### src/rtl/header_enc_pkg.sv
// rtl/header_enc_pkg.sv - shared types and constants for the event packet header encoder
package header_enc_pkg;

    typedef enum logic [2:0] {
        ST_IDLE,
        ST_HDR,
        ST_PAYLOAD,
        ST_TRAIL,
        ST_GAP
    } enc_state_t;

    localparam logic [1:0]  HDR_MARK  = 2'b11;
    localparam logic [1:0]  TRL_MARK  = 2'b10;
    localparam logic [1:0]  PL_MARK   = 2'b00;
    localparam logic [15:0] IDLE_WORD = 16'h0000;

    localparam int TS_W      = 29;
    localparam int SPILL_W   = 10;
    localparam int SLOT_W    = 5;
    localparam int CRATE_W   = 5;
    localparam int EVT_W     = 16;
    localparam int SMP_W     = 14;
    localparam int HDR_WORDS = 6;

endpackage

### src/rtl/header_word_pack.sv
// rtl/header_word_pack.sv - combinational mapping of event fields and word index to a header word
module header_word_pack
    import header_enc_pkg::*;
(
    input  logic [TS_W-1:0]    timestamp,
    input  logic [SPILL_W-1:0] spillno,
    input  logic [SLOT_W-1:0]  slotno,
    input  logic [CRATE_W-1:0] crateno,
    input  logic [EVT_W-1:0]   evtno,
    input  logic [2:0]         idx,
    output logic [15:0]        word
);

    // Select the header word layout for the requested index; out-of-range gives idle
    always_comb begin
        word = IDLE_WORD;
        case (idx)
            3'd0:    word = {HDR_MARK, spillno[3:0], slotno, crateno};
            3'd1:    word = {HDR_MARK, evtno[7:0], spillno[9:4]};
            3'd2:    word = {HDR_MARK, timestamp[5:0], evtno[15:8]};
            3'd3:    word = {HDR_MARK, timestamp[19:6]};
            3'd4:    word = {HDR_MARK, 5'b00000, timestamp[28:20]};
            3'd5:    word = {HDR_MARK, 14'h0000};
            default: word = IDLE_WORD;
        endcase
    end

endmodule

### src/rtl/header_encoder.sv
// rtl/header_encoder.sv - ADC event packet framer (optional trailer: HEADER_ENCODER_TRAILER_EN)
module header_encoder
    import header_enc_pkg::*;
#(
    parameter int NSAMPLES = 64,
    parameter int MIN_GAP  = 2
) (
    input  logic               clk,
    input  logic               rst_n,
    input  logic               pkt_start,
    input  logic [TS_W-1:0]    timestamp,
    input  logic [SPILL_W-1:0] spillno,
    input  logic [SLOT_W-1:0]  slotno,
    input  logic [CRATE_W-1:0] crateno,
    input  logic [EVT_W-1:0]   evtno,
    input  logic [SMP_W-1:0]   pl_data,
    input  logic               pl_valid,
    output logic               pl_ready,
    output logic [15:0]        tx_data,
    output logic               tx_valid,
    output logic               busy,
    output logic               pkt_done,
    output logic               underrun,
    output logic               start_drop
);

    enc_state_t state, state_nxt;

    logic [2:0]         hdr_idx, hdr_idx_nxt;
    logic [31:0]        cnt, cnt_nxt;
    logic [15:0]        tx_data_nxt;
    logic               tx_valid_nxt;
    logic               pkt_done_nxt;
    logic               accept;

    logic [TS_W-1:0]    ts_q,    pack_ts;
    logic [SPILL_W-1:0] spill_q, pack_spill;
    logic [SLOT_W-1:0]  slot_q,  pack_slot;
    logic [CRATE_W-1:0] crate_q, pack_crate;
    logic [EVT_W-1:0]   evt_q,   pack_evt;
    logic [2:0]         pack_idx;
    logic [15:0]        hdr_word;

`ifdef HEADER_ENCODER_TRAILER_EN
    logic [SMP_W-1:0]   acc;
`endif

    // In IDLE the first header word is built from the live inputs so it can be registered on the accepting edge
    always_comb begin
        pack_ts    = ts_q;
        pack_spill = spill_q;
        pack_slot  = slot_q;
        pack_crate = crate_q;
        pack_evt   = evt_q;
        pack_idx   = hdr_idx + 3'd1;
        if (state == ST_IDLE) begin
            pack_ts    = timestamp;
            pack_spill = spillno;
            pack_slot  = slotno;
            pack_crate = crateno;
            pack_evt   = evtno;
            pack_idx   = 3'd0;
        end
    end

    header_word_pack u_pack (
        .timestamp (pack_ts),
        .spillno   (pack_spill),
        .slotno    (pack_slot),
        .crateno   (pack_crate),
        .evtno     (pack_evt),
        .idx       (pack_idx),
        .word      (hdr_word)
    );

    assign busy = (state != ST_IDLE);

    // State register
    always_ff @(posedge clk or negedge rst_n) begin
        if (!rst_n) begin
            state <= ST_IDLE;
        end else begin
            state <= state_nxt;
        end
    end

    // Next state and the word to be registered onto tx_data at the coming edge
    always_comb begin
        state_nxt    = state;
        hdr_idx_nxt  = hdr_idx;
        cnt_nxt      = cnt;
        tx_data_nxt  = IDLE_WORD;
        tx_valid_nxt = 1'b0;
        pkt_done_nxt = 1'b0;
        accept       = 1'b0;
        pl_ready     = 1'b0;
        case (state)
            ST_IDLE: begin
                if (pkt_start) begin
                    accept       = 1'b1;
                    state_nxt    = ST_HDR;
                    hdr_idx_nxt  = 3'd0;
                    tx_data_nxt  = hdr_word;
                    tx_valid_nxt = 1'b1;
                end
            end
            ST_HDR: begin
                if (hdr_idx == 3'(HDR_WORDS - 1)) begin
                    state_nxt = ST_PAYLOAD;
                    cnt_nxt   = 32'd0;
                end else begin
                    hdr_idx_nxt  = hdr_idx + 3'd1;
                    tx_data_nxt  = hdr_word;
                    tx_valid_nxt = 1'b1;
                end
            end
            ST_PAYLOAD: begin
                pl_ready = 1'b1;
                if (pl_valid) begin
                    tx_data_nxt  = {PL_MARK, pl_data};
                    tx_valid_nxt = 1'b1;
                    if (cnt == 32'(NSAMPLES - 1)) begin
                        cnt_nxt = 32'd0;
`ifdef HEADER_ENCODER_TRAILER_EN
                        state_nxt = ST_TRAIL;
`else
                        state_nxt    = ST_GAP;
                        pkt_done_nxt = 1'b1;
`endif
                    end else begin
                        cnt_nxt = cnt + 32'd1;
                    end
                end
            end
            ST_TRAIL: begin
`ifdef HEADER_ENCODER_TRAILER_EN
                tx_data_nxt  = {TRL_MARK, acc};
                tx_valid_nxt = 1'b1;
                pkt_done_nxt = 1'b1;
`endif
                state_nxt = ST_GAP;
                cnt_nxt   = 32'd0;
            end
            ST_GAP: begin
                if (cnt == 32'(MIN_GAP - 1)) begin
                    state_nxt = ST_IDLE;
                    cnt_nxt   = 32'd0;
                end else begin
                    cnt_nxt = cnt + 32'd1;
                end
            end
            default: state_nxt = ST_IDLE;
        endcase
    end

    // Output word, counters, latched event fields and sticky status flags
    always_ff @(posedge clk or negedge rst_n) begin
        if (!rst_n) begin
            tx_data    <= IDLE_WORD;
            tx_valid   <= 1'b0;
            pkt_done   <= 1'b0;
            hdr_idx    <= 3'd0;
            cnt        <= 32'd0;
            underrun   <= 1'b0;
            start_drop <= 1'b0;
            ts_q       <= '0;
            spill_q    <= '0;
            slot_q     <= '0;
            crate_q    <= '0;
            evt_q      <= '0;
        end else begin
            tx_data  <= tx_data_nxt;
            tx_valid <= tx_valid_nxt;
            pkt_done <= pkt_done_nxt;
            hdr_idx  <= hdr_idx_nxt;
            cnt      <= cnt_nxt;
            if (accept) begin
                ts_q     <= timestamp;
                spill_q  <= spillno;
                slot_q   <= slotno;
                crate_q  <= crateno;
                evt_q    <= evtno;
                underrun <= 1'b0;
            end else if (state == ST_PAYLOAD && !pl_valid) begin
                underrun <= 1'b1;
            end
            if (pkt_start && state != ST_IDLE) begin
                start_drop <= 1'b1;
            end
        end
    end

`ifdef HEADER_ENCODER_TRAILER_EN
    // Running XOR of the packet's payload samples for the trailer word
    always_ff @(posedge clk or negedge rst_n) begin
        if (!rst_n) begin
            acc <= '0;
        end else if (accept) begin
            acc <= '0;
        end else if (state == ST_PAYLOAD && pl_valid) begin
            acc <= acc ^ pl_data;
        end
    end
`endif

endmodule
### config.mk
export PLATFORM = sky130hd
export DESIGN_NAME = header_encoder
export DESIGN_NICKNAME = d
export VERILOG_FILES = /design/src/rtl/header_enc_pkg.sv /design/src/rtl/header_word_pack.sv /design/src/rtl/header_encoder.sv
export SDC_FILE = /design/constraint.sdc
export NUM_CORES = 1
export LEC_CHECK = 0
export BUFFER_PORTS_ARGS = -buffer_cell sky130_fd_sc_hd__buf_2
export CAP_MARGIN = 5
export CORE_MARGIN = 2
export CORE_UTILIZATION = 25
export DETAILED_ROUTE_END_ITERATION = 7
export HOLD_SLACK_MARGIN = 0.1
export SLEW_MARGIN = 5
export SYNTH_ARGS = -nofsm -noshare
export SYNTH_HDL_FRONTEND = slang
export SYNTH_SLANG_ARGS = --single-unit
### constraint.sdc
create_clock -name clk -period 2.4 [get_ports clk]
set_input_delay 0.12 -clock clk [delete_from_list [all_inputs] [get_ports clk]]
set_output_delay 0.12 -clock clk [all_outputs]
set_load 0.01 [all_outputs]
# ---- Word level (Yosys, flattened, before mapping)
# Cells that the tools add are included.
dict set report op_classes {
  reduce_logical 12
  eq_ne 18
  n_mux 36
  n_addsub 2
}
# op n
set ops {}
lappend ops {{32-bit 2-to-1 mux} 4}
lappend ops {{32-bit case mux with 4 select lines} 1}
lappend ops {{16-bit case mux with 6 select lines} 1}
lappend ops {{16-bit 2-to-1 mux} 3}
lappend ops {{16-bit case mux with 3 select lines} 1}
lappend ops {{32-bit by 1-bit adder with 32-bit output, second input constant} 1}
lappend ops {{32-bit by 1-bit == test with 1-bit output, second input constant} 1}
lappend ops {{32-bit by 6-bit == test with 1-bit output, second input constant} 1}
lappend ops {{29-bit 2-to-1 mux} 1}
lappend ops {{3-bit 2-to-1 mux} 8}
lappend ops {{3-bit case mux with 5 select lines} 1}
lappend ops {{14-bit 2-to-1 mux} 1}
lappend ops {{3-bit by 2-bit == test with 1-bit output, second input constant} 4}
lappend ops {{3-bit == test, second input constant} 4}
lappend ops {{2-bit inequality test, second input constant} 6}
lappend ops {{1-bit 2-to-1 mux} 10}
lappend ops {{10-bit 2-to-1 mux} 1}
lappend ops {{5-bit 2-to-1 mux} 2}
lappend ops {{3-bit by 1-bit == test with 1-bit output, second input constant} 2}
lappend ops {{3-bit logical NOT} 2}
lappend ops {{3-bit case mux with 2 select lines} 1}
lappend ops {{3-bit AND reduction} 2}
lappend ops {{5-bit AND reduction} 1}
lappend ops {{2-bit nonzero test} 2}
lappend ops {{6 further kinds} 7}
dict set report totals {
  output_inout_bits 22
  inputBits 83
  reg_bits 123
  word_cells 81
}

# ---- Depth between registers and ports, before layout
# Gate-level depths: netlist of run 1.
dict set report depth {
  ltp_word 6
  depth_mapped 9
  mapped_depth_nobuf 8
}

# ---- Cells and area by module
# A second synthesis of run 1 with hierarchy kept.
dict set report unflattened {
  cells_unflattened 885
  hier_area_um2 7084.3
}
# mod cells_per_inst area_per_inst_um2 instances seq_area_each_um2
set by_module_without_submodules {}
lappend by_module_without_submodules {header_encoder 821 6462.4 1 3078.0}
lappend by_module_without_submodules {header_word_pack 64 621.8 1 0.0}

# ---- Worst setup path before layout of run 1
# OpenSTA, ideal clock, no wires.
dict set report synth_path {
  kind {flip-flop to flip-flop}
  startpoint {register hdr_idx[0]}
  endpoint {register tx_data[12]}
  path_buffers 2
  path_slack_ns 0.343
  period_less_slack_ns 2.057
  t_arrival_ns 1.914
  path_stages_with_launch 7
  setup_ns 0.142
  required_time_ns 2.258
  path_cell_list {dfrtp_1 ha_1 clkbuf_1 buf_1 mux4_2 a22oi_1 o21ai_0}
}
dict set report synth_between {
  elab_chain_len 6
  word_cells_on_any_way 13
  classes_between {add/sub: 1; eq/ne: 6; mux: 5; reduce/logical: 1}
}
# element line_no
set synth_rtl {}
lappend synth_rtl {{start, declared} header_encoder.sv:29} ;# logic [2:0] hdr_idx, hdr_idx_nxt;
lappend synth_rtl {{start signal, assigned} header_encoder.sv:175} ;# hdr_idx <= hdr_idx_nxt;
lappend synth_rtl {{3-bit by 1-bit adder with 3-bit output} header_encoder.sv:55} ;# pack_idx = hdr_idx + 3'd1;
lappend synth_rtl {{3-bit 2-to-1 mux} header_encoder.sv:56} ;# if (state == ST_IDLE) begin
lappend synth_rtl {{3-bit == test (tied with other cells)} header_word_pack.sv:17} ;# case (idx)
lappend synth_rtl {{16-bit case mux with 6 select lines} header_word_pack.sv:17}
lappend synth_rtl {{16-bit 2-to-1 mux, on equally long branches} {header_encoder.sv:108, header_encoder.sv:99}}
lappend synth_rtl {{16-bit case mux with 3 select lines *} header_encoder.sv:97} ;# case (state)
lappend synth_rtl {{named net tx_data_nxt[12]} header_encoder.sv:31} ;# logic [15:0] tx_data_nxt;
lappend synth_rtl {{end signal, assigned} header_encoder.sv:172} ;# tx_data <= tx_data_nxt;
lappend synth_rtl {{end, declared} header_encoder.sv:19} ;# output logic [15:0] tx_data,
# The timed path passes the listed nets; every way through them passes the cells marked *.
# A chain may end at the register's enable or synchronous reset.

# ---- Worst setup path after layout of run 1
dict set report layout_path {
  startpoint {register hdr_idx[0]}
  endpoint {register tx_data[11]}
}
# Same word-level chain as after synthesis.

==> results.toml, run 1 <==
[synth]
syn_inst = 691
async_reset_ff_frac = 1.000
synth-edff-count = 0
synthTopCellsByArea = "dfrtp_1 (51%), nand2_1 (15%), mux4_2 (3.4%)"
synth_nets = 778
synth.top_cell.area_share = 0.5063
yosysWarnings = 0
syn-cell-area_sq_mm = 0.006030
ys_types = 51
ys_ff_latch = 122
synth_ff_type = "dfrtp_1"
synth_area_leader_cell = "dfrtp_1"
synth.yosys.seq_area_share = 0.5063
syn_avg_cell_area_sq_um = 8.726

[clock_network]
cts.sinks = 122
cts_buffers = 17
cts_setup_buffers = 0
cts.htree.levels = 4
clock_latency_ns = 0.42
cts.clk_slew.worst_paths_ns = 0.06
cts_tree = "done"
cts_buffer_depth = 2
root_buffer = "clkbuf_16"

[timing]
period_share = 0.9483
finalCriticalPeriod_ns = 2.276
rsz0062_at_grt = "false"
fin_worst_skew_ns = 0.01510
worst_slew_pin_slew_ns = 0.6558
hold_slack_ns = 0.1929
hold_viol_final = 0
setup_violations = 0
drv_slew = 0
slew-limit-headroom = 0.5628
fmax_mhz = 439.4
tns_ns = 0

[floorplanning]
ios = 105
start_util = 0.2561
core_area_sq_mm = 0.02354
num_rows = 56
die_width_um = 159.3
die-area_sq_mm = 0.02538
die_h_um = 159.3

[placement]
dp_hpwl_mm = 12.19
place_congestion = 0.8291
place_inst = 1101
port_buffers = 104

[outcome]
outcome = "finished clean"

[setup_path]
critPathKind = "reg2reg"
cp_slowest_cell = "dlygate4sd3_1"
path_cells = "ha_4 -> buf_12 -> mux4_2 -> a22oi_1 -> o21ai_0 -> dlygate4sd3_1"
end_kind = "flip-flop"
worstPathRequired_ns = 2.70
cpPeakStageDelay_ns = 0.56
cp_max_fo = 15
worstPathArrival_ns = 2.57
cp-start-kind = "flip-flop"

[final_layout]
num_antenna_cells = 0
drive_above_1_share = 0.2171
stdcell_count = 1222
synthToLayoutAreaGrowth_pct = 42.56
fin_util = 0.3651
final_nets = 977

[grt]
antenna_found_initial = 0
grt-ovfl-total = 0
grt_pass1_vias = 5592
grt_pass1_wl_mm = 29.51
grt_max_degree = 49
grtUsageTotal = 0.1475

[worst_hold_path]
min-delay-path-class = "in2async"

[pwr]
fin_total_pwr_mw = 4.948
p_leak_nw = 4.182
p_per_area_mw_per_mm2 = 575.6
vdd_drop_max_mv = 0.4055

[route]
ant_nets = 0
drt_iter0_markers = 327
totalWireLength_mm = 18.23
vias = 5630
wire_per_inst_um = 14.91
viasPerCell = 4.607
drc = 0
firstDrtPassIters = 5

[run]
drv_cap = 0
-- worst paths after layout --
path,from,endpoint,slack [ns],cells after the start
setup / recovery,hdr_idx[0],tx_data[11],0.12,6
hold / removal,rst_n,ts_q[15],0.19,2
setup reg to reg,hdr_idx[0],tx_data[11],0.12,6
hold reg to reg,start_drop,start_drop,0.46,1
max in group asynchronous,rst_n,hdr_idx[0],1.57,3
min in group clk,evtno[7],evt_q[7],0.41,4
-- layout by cell type, fill, tap and decap left out, types with 12 or more instances in the layout --
master / instances
dlygate4sd3_1: 88
nand2_1: 243
nor2_1: 27
buf_2: 103
nand3_1: 23
clkbuf_16: 18
dfrtp_1: 121
o21ai_0: 31
buf_4: 25
a21oi_1: 31
inv_1: 13
nor4_1: 12
-- final cells by class --
type	count	area, sq um
clock buffer	20	446.7
multi-input combinational	513	2779
timing repair buffer	222	1700
tap	319	399.1
inverter	14	52.55
fill	2395	14950
clock inverter	12	163.9
sequential	122	3054
-- Yosys cell counts (all sizes together), types with 2 or more instances --
cell type  instances
nand2            244
and2               6
nor2b              2
o21ai             38
a31oi              6
a22oi              6
mux4               9
buf               17
or4                3
and3               6
a22o               6
or2                2
ha                 4
inv               14
o311ai             4
nand2b             6
a211oi             4
clkbuf            25
mux2i              9
nand4              8
nor3b              2
o211ai             2
nand3             23
a21oi             31
dfrtp            122
o22a               2
or3                6
nor4              15
nor2              29
nor3              15
o22ai              8
a21o               9
-- where the power goes --
| part | switching, mW | internal (mW) | total, mW |
|---|---|---|---|
| sequential | 0.00111 | 2.06 | 2.06 |
| combinational | 0.100 | 0.144 | 0.244 |
| clock | 0.971 | 1.67 | 2.64 |
| total | 1.07 | 3.88 | 4.95 |
-- sequential cells by signal, summed over array words and instances (netlist names) --
| signal | count |
|---|---|
| cnt | 32 |
| crate_q | 5 |
| evt_q | 16 |
| hdr_idx | 3 |
| pkt_done | 1 |
| slot_q | 5 |
| spill_q | 10 |
| start_drop | 1 |
| state | 3 |
| ts_q | 29 |
| tx_data | 15 |
| tx_valid | 1 |
| underrun | 1 |
-- worst max-delay path, delay by kind of cell (launching register included) --
family | cells | cell delay [ns]
mux | 1 | 0.36
fa+ha+maj | 1 | 0.32
flops | 1 | 0.44
compound gates | 2 | 0.30
buf+inv | 2 | 0.73
-- metrics by stage --
stage                     area [sq um]  setup WS (ns)
final                             8596         0.1242
after global routing              8596        0.01241
after CTS                         8537        0.04307
after detailed placement          7046         0.2153
after global placement            7046         0.2592
after floorplan                   6030         0.3435
-- per-layer routing --
layer,up-vias,track usage,share of wire
li1,2771,-,-
met5,-,0,0
met2,164,0.2223,0.45
met4,0,0.06240,0.026
met3,34,0.03412,0.050
met1,2661,0.2035,0.48
-- logic make-up after synthesis --
group	count (synthesis)	synth area share
AO/OA/AOI/OAI	121	0.1226
XOR/XNOR	2	0.002906
adder cells (fa/ha/maj)	4	0.008301
buffers and inverters	56	0.03901
flip-flops	122	0.5063
multiplexers	18	0.04856
AND/OR/NAND/NOR	368	0.2723
-- what timing repair did --
item                                   in CTS  in global routing
endpoints found under the hold margin     206                  0
setup endpoints to repair                   0                  6
resized for setup                           0                 10
hold buffers                               88                  0
(Power assumes the default switching activity.)
==> run 2: changes to the inputs <==
- PLACE_DENSITY: unset -> 0.51
==> results.toml, run 2 (synthesis results as in run 1) <==
[timing]
tns_ns = 0
hold_slack_ns = 0.2745
drv_slew = 0
fmax_mhz = 461.9
hold_viol_final = 0
rsz0062_at_grt = "false"
setup_violations = 0
slew-limit-headroom = 0.5104
finalCriticalPeriod_ns = 2.165
worst_slew_pin_slew_ns = 0.7317
period_share = 0.9021
fin_ws_ns = 0.2350
fin_worst_skew_ns = 0.01291

[placement]
dp_hpwl_mm = 12.87
port_buffers = 104
pre_cts_ws_ns = 0.1331
place_congestion = 0.8024

[route]
drt_iter0_markers = 330
wire_per_inst_um = 14.98
firstDrtPassIters = 5
ant_nets = 0
vias = 5565
totalWireLength_mm = 18.31
viasPerCell = 4.554
drc = 0

[run]
drv_cap = 0

[final_layout]
synthToLayoutAreaGrowth_pct = 41.96
largest_reg_flops = 32
largestRegisters = "cnt: 32 flops, ts_q: 29 flops, evt_q: 16 flops"
fin_util = 0.3636
final_cell_mix = "nand2_1 (243), dfrtp_1 (122), buf_2 (103)"
final_common_cell = "nand2_1"
final_nets = 976
largest_register = "cnt"
drive_above_1_share = 0.2140

[floorplanning]
die-area_sq_mm = 0.02538
ios = 105
start_util = 0.2561
die_h_um = 159.3
core_area_sq_mm = 0.02354
num_rows = 56
die_width_um = 159.3

[outcome]
outcome = "finished clean"

[grt]
grt_max_degree = 50
antenna_found_initial = 1
grt_pass1_vias = 5531
grt-ovfl-total = 0
grt_pass1_wl_mm = 29.60
grtUsageTotal = 0.1475

[clock_network]
root_buffer = "clkbuf_16"
cts_setup_buffers = 0
cts_buffer_depth = 2
cts.htree.levels = 4
cts.clk_slew.worst_paths_ns = 0.06
clock_latency_ns = 0.42
cts.sinks = 122
cts_buffers = 17
cts_tree = "done"

[worst_hold_path]
min-delay-path-class = "in2async"

[pwr]
p_leak_nw = 4.168
p_per_area_mw_per_mm2 = 586.4
vdd_drop_max_mv = 0.3883

[setup_path]
critPathKind = "reg2reg"
end_kind = "flip-flop"
worstPathArrival_ns = 2.47
cp_max_fo = 12
worstPathRequired_ns = 2.70
rrSetupSlack_ns = 0.24
cp-start-kind = "flip-flop"
[run 2: layer usage]
metal  wire (um)  GRT usage  up-vias
met3         585    0.02527       23
li1            -          -     2758
met4         290    0.05455        0
met2        8234     0.2233      115
met5           0          0        -
met1        9200     0.2112     2669
[run 2: area by class of cell]
cell class	count	area (sq um)
fill	2446	14980
clock buffer	22	454.2
sequential	122	3053
timing repair buffer	221	1669
tap	319	399.1
inverter	14	52.55
clock inverter	10	165.2
multi-input combinational	513	2764
antenna	1	2.502
[run 2: power by group]
part	internal, mW	switching [mW]	leakage (nW)
Combinational	0.143	0.0974	2.29
Clock	1.77	0.947	0.303
Sequential	2.06	0.000883	1.58
[run 2: worst max-delay path: stages (launching register included)]
cell,delay (ns)
dfrtp_1,0.44
nor4_2,0.32
nand4_2,0.23
nor3_4,0.37
o22a_4,0.28
buf_12,0.15
o21ai_1,0.07
a21o_1,0.19
[run 2: final timing paths]
path                          startpoint    endpoint  cells after the start
max reg2reg                      cnt[19]     cnt[29]                      7
min reg2reg                   start_drop  start_drop                      1
min in group clk           timestamp[16]    ts_q[16]                      4
max                              cnt[19]     cnt[29]                      7
max in group asynchronous          rst_n     cnt[31]                      3
min                                rst_n  spill_q[8]                      2
[run 2: repair_timing]
action                     CTS  global route
setup endpoints to repair    0             9
resized for setup            0             2
hold endpoints to repair   128             0
hold buffers                82             0
[run 2: per-stage QoR]
stage	instances	total power, mW	instance area (sq um)
after floorplan	691	2.099	6030
after global placement	1107	2.237	7103
after detailed placement	1107	2.236	7103
after CTS	1221	5.100	8543
after global routing	1222	5.220	8559
final	1222	5.019	8559
